==> config.mk <==
export PLATFORM = sky130hd
export DESIGN_NAME = fifo_umbral_fwft
export DESIGN_NICKNAME = d
export VERILOG_FILES = /design/src/rtl/fifo_umbral_fwft_pkg.sv /design/src/rtl/fifo_umbral_fwft_memoria_dp.sv /design/src/rtl/fifo_umbral_fwft.sv
export SDC_FILE = /design/constraint.sdc
export NUM_CORES = 1
export LEC_CHECK = 0
export CORE_ASPECT_RATIO = 0.9
export CORE_MARGIN = 5
export CORE_UTILIZATION = 45
export CTS_CLUSTER_SIZE = 8
export DETAILED_ROUTE_END_ITERATION = 16
export HOLD_SLACK_MARGIN = 0.08
export PLACE_DENSITY = 0.68
export SYNTH_ARGS = -nofsm -noshare
export SYNTH_HDL_FRONTEND = slang
export SYNTH_SLANG_ARGS = --single-unit
==> constraint.sdc <==
create_clock -name clk -period 2.5 [get_ports clk]
set_input_delay 0.375 -clock clk [delete_from_list [all_inputs] [get_ports clk]]
set_output_delay 0.375 -clock clk [all_outputs]
set_load 0.1 [all_outputs]
==> src/rtl/fifo_umbral_fwft_pkg.sv <==
// Shared definitions for the thresholded FWFT FIFO and its bench.
//   MEM_SIZE_DEF / WORD_SIZE_DEF : default geometry
//   cnt_bits()                   : width of count/threshold ports for a depth
//   fifo_op_e                    : per-edge accepted operation, {pop_ok, push_ok}
package fifo_umbral_fwft_pkg;

    localparam int MEM_SIZE_DEF  = 4;
    localparam int WORD_SIZE_DEF = 6;

    // Count must reach MEM_SIZE itself, hence one bit beyond the pointer.
    function automatic int cnt_bits(input int depth);
        return $clog2(depth) + 1;
    endfunction

    typedef enum logic [1:0] {
        OP_NONE = 2'b00,
        OP_PUSH = 2'b01,
        OP_POP  = 2'b10,
        OP_BOTH = 2'b11
    } fifo_op_e;

endpackage

==> src/rtl/fifo_umbral_fwft_memoria_dp.sv <==
// Simple dual-port register array: synchronous write, asynchronous read.
//   clk     : write clock
//   wr_en   : write strobe
//   wr_addr : write address
//   wr_data : write data
//   rd_addr : read address
//   rd_data : combinational read data
// Contents are never reset.
module memoria_dp #(
    parameter int WORD_SIZE = 6,
    parameter int PTR_L     = 2
) (
    input  logic                 clk,
    input  logic                 wr_en,
    input  logic [PTR_L-1:0]     wr_addr,
    input  logic [WORD_SIZE-1:0] wr_data,
    input  logic [PTR_L-1:0]     rd_addr,
    output logic [WORD_SIZE-1:0] rd_data
);

    logic [WORD_SIZE-1:0] mem [0:(1 << PTR_L) - 1];

    always_ff @(posedge clk) begin
        if (wr_en) begin
            mem[wr_addr] <= wr_data;
        end
    end

    assign rd_data = mem[rd_addr];

endmodule

==> src/rtl/fifo_umbral_fwft.sv <==
// Parametrised synchronous FIFO with occupancy count, programmable
// almost-empty/almost-full thresholds, sticky overflow/underflow errors and
// a selectable first-word-fall-through read mode.
//   clk, reset_L            : clock (rising edge), async active-low reset
//   fifo_data_in, fifo_wr   : push data / request
//   fifo_rd                 : pop request
//   empty_threshold         : almost_empty when count <= this
//   full_threshold          : almost_full when count >= this
//   err_clr                 : clears sticky error flags
//   fifo_data_out           : read data (registered, or head word if FWFT)
//   data_valid              : fifo_data_out carries a popped / head word
//   fifo_count              : occupancy 0..MEM_SIZE
//   fifo_empty, fifo_full   : occupancy flags
//   almost_empty/almost_full: threshold flags
//   err_overflow/underflow  : sticky rejected push / pop
//   error                   : OR of both error flags
module fifo_umbral_fwft
    import fifo_umbral_fwft_pkg::*;
#(
    parameter int  MEM_SIZE  = MEM_SIZE_DEF,
    parameter int  WORD_SIZE = WORD_SIZE_DEF,
    parameter int  FWFT      = 0,
    localparam int PTR_L     = $clog2(MEM_SIZE),
    localparam int CNT_L     = cnt_bits(MEM_SIZE)
) (
    input  logic                 clk,
    input  logic                 reset_L,
    input  logic [WORD_SIZE-1:0] fifo_data_in,
    input  logic                 fifo_wr,
    input  logic                 fifo_rd,
    input  logic [CNT_L-1:0]     empty_threshold,
    input  logic [CNT_L-1:0]     full_threshold,
    input  logic                 err_clr,
    output logic [WORD_SIZE-1:0] fifo_data_out,
    output logic                 data_valid,
    output logic [CNT_L-1:0]     fifo_count,
    output logic                 fifo_empty,
    output logic                 fifo_full,
    output logic                 almost_empty,
    output logic                 almost_full,
    output logic                 err_overflow,
    output logic                 err_underflow,
    output logic                 error
);

    localparam logic [CNT_L-1:0] FULL_CNT = CNT_L'(MEM_SIZE);

    logic [PTR_L-1:0]     wr_ptr;
    logic [PTR_L-1:0]     rd_ptr;
    logic [CNT_L-1:0]     count;
    logic [WORD_SIZE-1:0] rd_data;
    logic                 push_ok;
    logic                 pop_ok;
    logic                 ovf_set;
    logic                 unf_set;
    fifo_op_e             op;

    // A full FIFO still takes a push when a pop frees the slot at the same edge.
    assign push_ok = fifo_wr & (~fifo_full | fifo_rd);
    assign pop_ok  = fifo_rd & ~fifo_empty;
    assign ovf_set = fifo_wr & fifo_full & ~fifo_rd;
    assign unf_set = fifo_rd & fifo_empty;
    assign op      = fifo_op_e'({pop_ok, push_ok});

    memoria_dp #(
        .WORD_SIZE (WORD_SIZE),
        .PTR_L     (PTR_L)
    ) u_mem (
        .clk     (clk),
        .wr_en   (push_ok),
        .wr_addr (wr_ptr),
        .wr_data (fifo_data_in),
        .rd_addr (rd_ptr),
        .rd_data (rd_data)
    );

    always_ff @(posedge clk or negedge reset_L) begin
        if (!reset_L) begin
            wr_ptr <= '0;
            rd_ptr <= '0;
            count  <= '0;
        end else begin
            if (push_ok) wr_ptr <= wr_ptr + PTR_L'(1);
            if (pop_ok)  rd_ptr <= rd_ptr + PTR_L'(1);
            case (op)
                OP_PUSH: count <= count + CNT_L'(1);
                OP_POP:  count <= count - CNT_L'(1);
                default: count <= count;
            endcase
        end
    end

    // Set has priority over a simultaneous clear.
    always_ff @(posedge clk or negedge reset_L) begin
        if (!reset_L) begin
            err_overflow  <= 1'b0;
            err_underflow <= 1'b0;
        end else begin
            err_overflow  <= ovf_set | (err_overflow  & ~err_clr);
            err_underflow <= unf_set | (err_underflow & ~err_clr);
        end
    end

    assign fifo_count   = count;
    assign fifo_empty   = (count == '0);
    assign fifo_full    = (count == FULL_CNT);
    assign almost_empty = (count <= empty_threshold);
    assign almost_full  = (count >= full_threshold);
    assign error        = err_overflow | err_underflow;

    generate
        if (FWFT != 0) begin : g_fwft
            assign fifo_data_out = rd_data;
            assign data_valid    = ~fifo_empty;
        end else begin : g_reg
            logic [WORD_SIZE-1:0] dout_q;
            logic                 valid_q;

            always_ff @(posedge clk or negedge reset_L) begin
                if (!reset_L) begin
                    dout_q  <= '0;
                    valid_q <= 1'b0;
                end else begin
                    valid_q <= pop_ok;
                    if (pop_ok) dout_q <= rd_data;
                end
            end

            assign fifo_data_out = dout_q;
            assign data_valid    = valid_q;
        end
    endgenerate

endmodule

==> results.cfg, run 1 <==
[status]
status = finished, final reports clean

[timing]
finalCriticalPeriod_ns = 2.242
worst_pin_slew_ns = 0.7328
rsz0062_at_grt = false
hold-worst-slack_ns = 0.4832
slew_headroom_pct = 50.99
setup-violations-final = 0
max_freq_ghz = 0.4460
finalClockSkew_ns = 0.005607
post-route-period-util_pct = 89.69
hold_violations = 0
drv_slew = 0

[detailed_routing]
first_iter_violations = 33
vias = 1028
met2_length_mm = 1.494
wl_met1_mm = 1.340
final_antenna_net_count = 0
route.met3.wl_microns = 186
routedWlPerCell_microns = 14.70
viasPerCell = 4.895
drt_wl_total_mm = 3.087
firstDrtPassIters = 4
top_layer = met4
drc = 0

[placed_design]
place.gp.congestion = 0.7063
dpl.hpwl_mm = 2.326
port_buffers = 33

[floorplan]
dieArea_sq_um = 5326
floorplan.initialDensity_pct = 47.16
rows = 21
die_h_microns = 69.74
pin_count = 34
die_x_microns = 76.38
core_area_sq_um = 3784

[logic_synthesis]
synthDistinctLibCells = 27
synth_top_area_share_pct = 40.39
ys_seq_elements = 40
syn-num-nets = 152
avgSynthCellArea_sq_um = 14.51
synth_cells = 123
seq_area_frac_synth_pct = 62.83
synthTopCellsByArea = edfxtp_1, dfrtp_1, ha_1
netlist_area_sq_um = 1784
synth_largest_area_cell = edfxtp_1
synth_warnings = 0

[global_route]
antenna_found_initial = 0
grt_pass1_wl_mm = 5.368
grt_overflow = 0
grt_pass1_vias = 1119
grtUsageTotal_pct = 13.00
grt_max_degree = 17

[setup_path]
crit_type = register to output pin
r2r_start = fifo_count[1]
cp_max_fo = 6
cp-end-kind = output pin
cpMostUsedCell = a21o_1
worstSetupStartpointType = register
startpoint = fifo_count[0]
slowest_delay_ns = 0.48
crit_path_cell_trace = inv_1, ha_1, nand2b_1, a21o_1, a21o_1, buf_12
arrival_ns = 1.87
worstPathRequired_ns = 2.12
slowest_stage = dfrtp_2

[clock_network]
h-tree-depth = 2
postCtsResizedCells = 0
cts_sinks = 40
clk_latency_ns = 0.30
postCtsHoldBufs = 0
cts-root-buf = clkbuf_8
clk_path_buf_depth = 2
cts_buffers = 5
post_cts_buffers = 0
cts_tree = yes
clkTransAtPathRegs_ns = 0.08

[final_layout]
area.sequential_sq_um = 1125
final_layout_size_suffix_gt1_share_pct = 26.83
area_delta_synth_final_pct = 28.26
num_antenna_cells = 0
fin_util_pct = 60.48
nNetsFinal = 192
nFillCells = 294
multi_input_area_sq_um = 611.8

[worst_hold_path]
hp-start = fifo_data_out[0]
min_path_type = register to register

[run]
drv_cap = 0
==> synth_stat cells <==
cell type and number:
a21o_1 2, and2_1 4, and3_1 1, buf_1 1
buf_2 1, dfrtp_1 16, edfxtp_1 24, fa_1 1
ha_1 11, inv_1 12, inv_4 1, mux2_4 1
mux4_2 6, nand2_1 22, nand2_2 1, nand2b_1 1
nand3_1 1, nor2_1 1, nor2b_1 1, nor2b_2 1
nor3_1 1, nor4b_4 1, o21a_1 1, o21ai_0 4
o31ai_4 1, xnor2_1 4, xor2_1 2
==> path summary, 6_finish.rpt <==
check / slack (ns) / end / cells past startpoint
setup / recovery: 0.26 / almost_full / 6
hold / removal: 0.48 / fifo_data_out[0] / 2
setup reg to reg: 0.44 / fifo_count[2] / 9
hold reg to reg: 0.48 / fifo_data_out[0] / 2
max in group asynchronous: 1.48 / fifo_count[2] / 1
min in group asynchronous: 0.51 / fifo_count[0] / 1
==> layout make-up <==
class / count / share of cell area (%)
flip-flops and latches: 40 / 49.15
multi-input cells: 68 / 26.74
repair buffers: 35 / 14.32
clock buffers: 5 / 3.007
well taps: 46 / 2.515
inverters: 13 / 2.242
clock inverters: 3 / 2.023
==> state kept, by name (all words and copies together), names as in the netlist <==
| name | cells |
|---|---|
| rd_ptr | 2 |
| err_overflow | 1 |
| data_valid | 1 |
| fifo_data_out | 6 |
| u_mem.mem | 24 |
| fifo_count | 3 |
| wr_ptr | 2 |
| err_underflow | 1 |
==> per-layer routing <==
layer | global-route usage [%] | vias up
met5 | 0 | -
met4 | 5.825 | 0
met3 | 4.935 | 6
met2 | 21.01 | 23
met1 | 15.33 | 495
li1 | - | 504
==> critical path: cells and delay by family (launching register included) <==
kind                       cells  cell delay, ns
AOI/OAI and AO/OA              2            0.37
adders and majority gates      1            0.25
buffers and inverters          2            0.35
DFF                            1            0.48
and+or+nand+nor                1            0.13
==> metrics by stage <==
step | worst slack [ns] | instances | area, sq um | setup TNS (ns)
4_1_cts | 0.2161 | 210 | 2288 | 0
6_report | 0.2577 | 210 | 2288 | 0
3_3_place_gp | 0.1338 | 202 | 2173 | 0
2_1_floorplan | -0.09174 | 123 | 1797 | -0.09174
3_5_place_dp | 0.09030 | 202 | 2173 | 0
5_1_grt | 0.1407 | 210 | 2288 | 0
==> placed cells by master, fill, tap and decap left out, types with 2 or more instances in the layout <==
master	synthesis	layout
buf_4	0	17
inv_1	12	12
nand2_1	22	22
clkbuf_8	0	5
mux4_2	6	6
ha_1	11	11
dfrtp_2	0	3
clkdlybuf4s50_1	0	16
buf_12	0	2
xnor2_1	4	4
dfrtp_1	16	13
a21o_1	2	2
xor2_1	2	2
and2_1	4	4
o21ai_0	4	3
edfxtp_1	24	24
==> kinds of logic (layout without fill, tap and decap cells) <==
group	count (synthesis)	after routing	share of synthesized area (%)
DFF	40	40	62.83
AOI/OAI and AO/OA	8	8	3.576
and+or+nand+nor	35	35	10.03
adders and majority gates	12	12	8.836
muxes	7	7	8.415
xor gates and xnor gates	6	6	2.945
buffers and inverters	15	56	3.366
Power of run 1 is not shown: default switching activity piles up to over one toggle a cycle in this logic, so the estimate is an artifact.
==> run 2, diff against run 1 <==
Settings changed: PLACE_DENSITY 0.68 to 0.78.
Clock period 2.5 ns to 2.9 ns, I/O delays scaled along.
==> results.cfg, run 2 (synthesis results as in run 1) <==
[timing]
worst_pin_slew_ns = 0.6778
post-route-period-util_pct = 82.50
rsz0062_at_grt = false
finalCriticalPeriod_ns = 2.393
hold_violations = 0
drv_slew = 0
setup-violations-final = 0
slew_headroom_pct = 54.67
max_freq_ghz = 0.4180
finalClockSkew_ns = 0.006604

[worst_hold_path]
min_path_cells = 2
min_path_type = register to register
hp-start = fifo_data_out[1]
holdPathEnd = fifo_data_out[1]

[setup_path]
worstSetupStartpointType = input port
cp_max_fo = 2
crit_type = input port to output pin
rr_worst_depth = 9
r2r_start = fifo_count[1]
arrival_ns = 1.96
cp-end-kind = output pin
reg2reg_slack_ns = 0.70
worstPathRequired_ns = 2.47
rr_endpoint = fifo_count[2]

[global_route]
grt_overflow = 0
grt_max_degree = 17
grtUsageTotal_pct = 12.87
grt_pass1_vias = 1043
antenna_found_initial = 0
grt_pass1_wl_mm = 5.154

[floorplan]
rows = 21
pin_count = 34
die_x_microns = 76.38
core_area_sq_um = 3784
floorplan.initialDensity_pct = 47.16
die_h_microns = 69.74
dieArea_sq_um = 5326

[detailed_routing]
firstDrtPassIters = 6
first_iter_violations = 69
vias = 1014
viasPerCell = 4.875
drc = 0
drt_wl_total_mm = 3.052
routedWlPerCell_microns = 14.67
final_antenna_net_count = 0

[clock_network]
h-tree-depth = 2
cts_buffers = 5
postCtsHoldBufs = 0
clk_path_buf_depth = 2
cts-root-buf = clkbuf_8
cts_sinks = 40
cts_tree = yes
post_cts_buffers = 0
postCtsResizedCells = 0
clk_latency_ns = 0.29
clkTransAtPathRegs_ns = 0.07

[placed_design]
dpl.hpwl_mm = 2.326
place.gp.congestion = 0.7588
port_buffers = 33

[final_layout]
area_delta_synth_final_pct = 26.58
fin_util_pct = 59.69
final_common_cell = edfxtp_1
layout_common_cells = edfxtp_1, nand2_1, clkdlybuf4s50_1
regMostFlops = u_mem.mem
num_antenna_cells = 0
nNetsFinal = 190
final_layout_size_suffix_gt1_share_pct = 22.84
largest_reg_flops = 24

[run]
drv_cap = 0

[status]
status = finished, final reports clean
## run 2: cell count changes in the layout (fill, tap and decap cells not counted)
cell	before	now
o21ai_2	1	0
clkinvlp_4	1	0
inv_6	1	0
dfrtp_2	3	1
o21ai_1	0	1
dfrtp_1	13	15
buf_4	17	15
clkinv_1	0	2
## run 2: metal layers
layer	wire, microns	vias to the layer above	global-route usage, %
met5	0	-	0
met3	237	6	5.455
met2	1477	32	19.11
met4	68	0	6.408
met1	1268	478	16.01
li1	-	498	-
## run 2: worst max-delay path by stage
stage	from	to	slack, ns
finish	empty_threshold[1]	almost_empty	0.51
global route	fifo_count[1]	almost_empty	0.44
CTS	fifo_count[1]	almost_empty	0.48
detailed placement	fifo_rd	fifo_count[2]	0.32
global placement	fifo_rd	fifo_count[2]	0.41
floorplan	fifo_count[1]	almost_empty	-0.65
## run 2: cell type report
| cell class | instances | area, sq um |
|---|---|---|
| clock buffers | 5 | 68.82 |
| clock inverters | 3 | 37.54 |
| fillers | 280 | 1525 |
| inverters | 13 | 51.30 |
| multi-input cells | 68 | 608.1 |
| flip-flops and latches | 40 | 1122 |
| well taps | 46 | 57.56 |
| repair buffers | 33 | 312.8 |
## run 2: metrics by stage
stage / setup TNS (ns) / instance area [sq um] / cells / setup WS (ns) / hold WS, ns
2_1_floorplan: -0.6520 / 1790 / 123 / -0.6520 / 0.1394
3_3_place_gp: 0 / 2152 / 200 / 0.4057 / 0.4619
3_5_place_dp: 0 / 2152 / 200 / 0.3171 / 0.4654
4_1_cts: 0 / 2258 / 208 / 0.4819 / 0.4830
5_1_grt: 0 / 2258 / 208 / 0.4427 / 0.5053
6_report: 0 / 2258 / 208 / 0.5075 / 0.4787
## run 2: critical path, cell delays in order
cell             delay, ns
clkdlybuf4s50_1       0.45
inv_1                 0.04
ha_1                  0.29
nor2b_1               0.13
o21a_1                0.16
o21ai_1               0.23
buf_12                0.21
Power of run 2 is left out for the same reason.
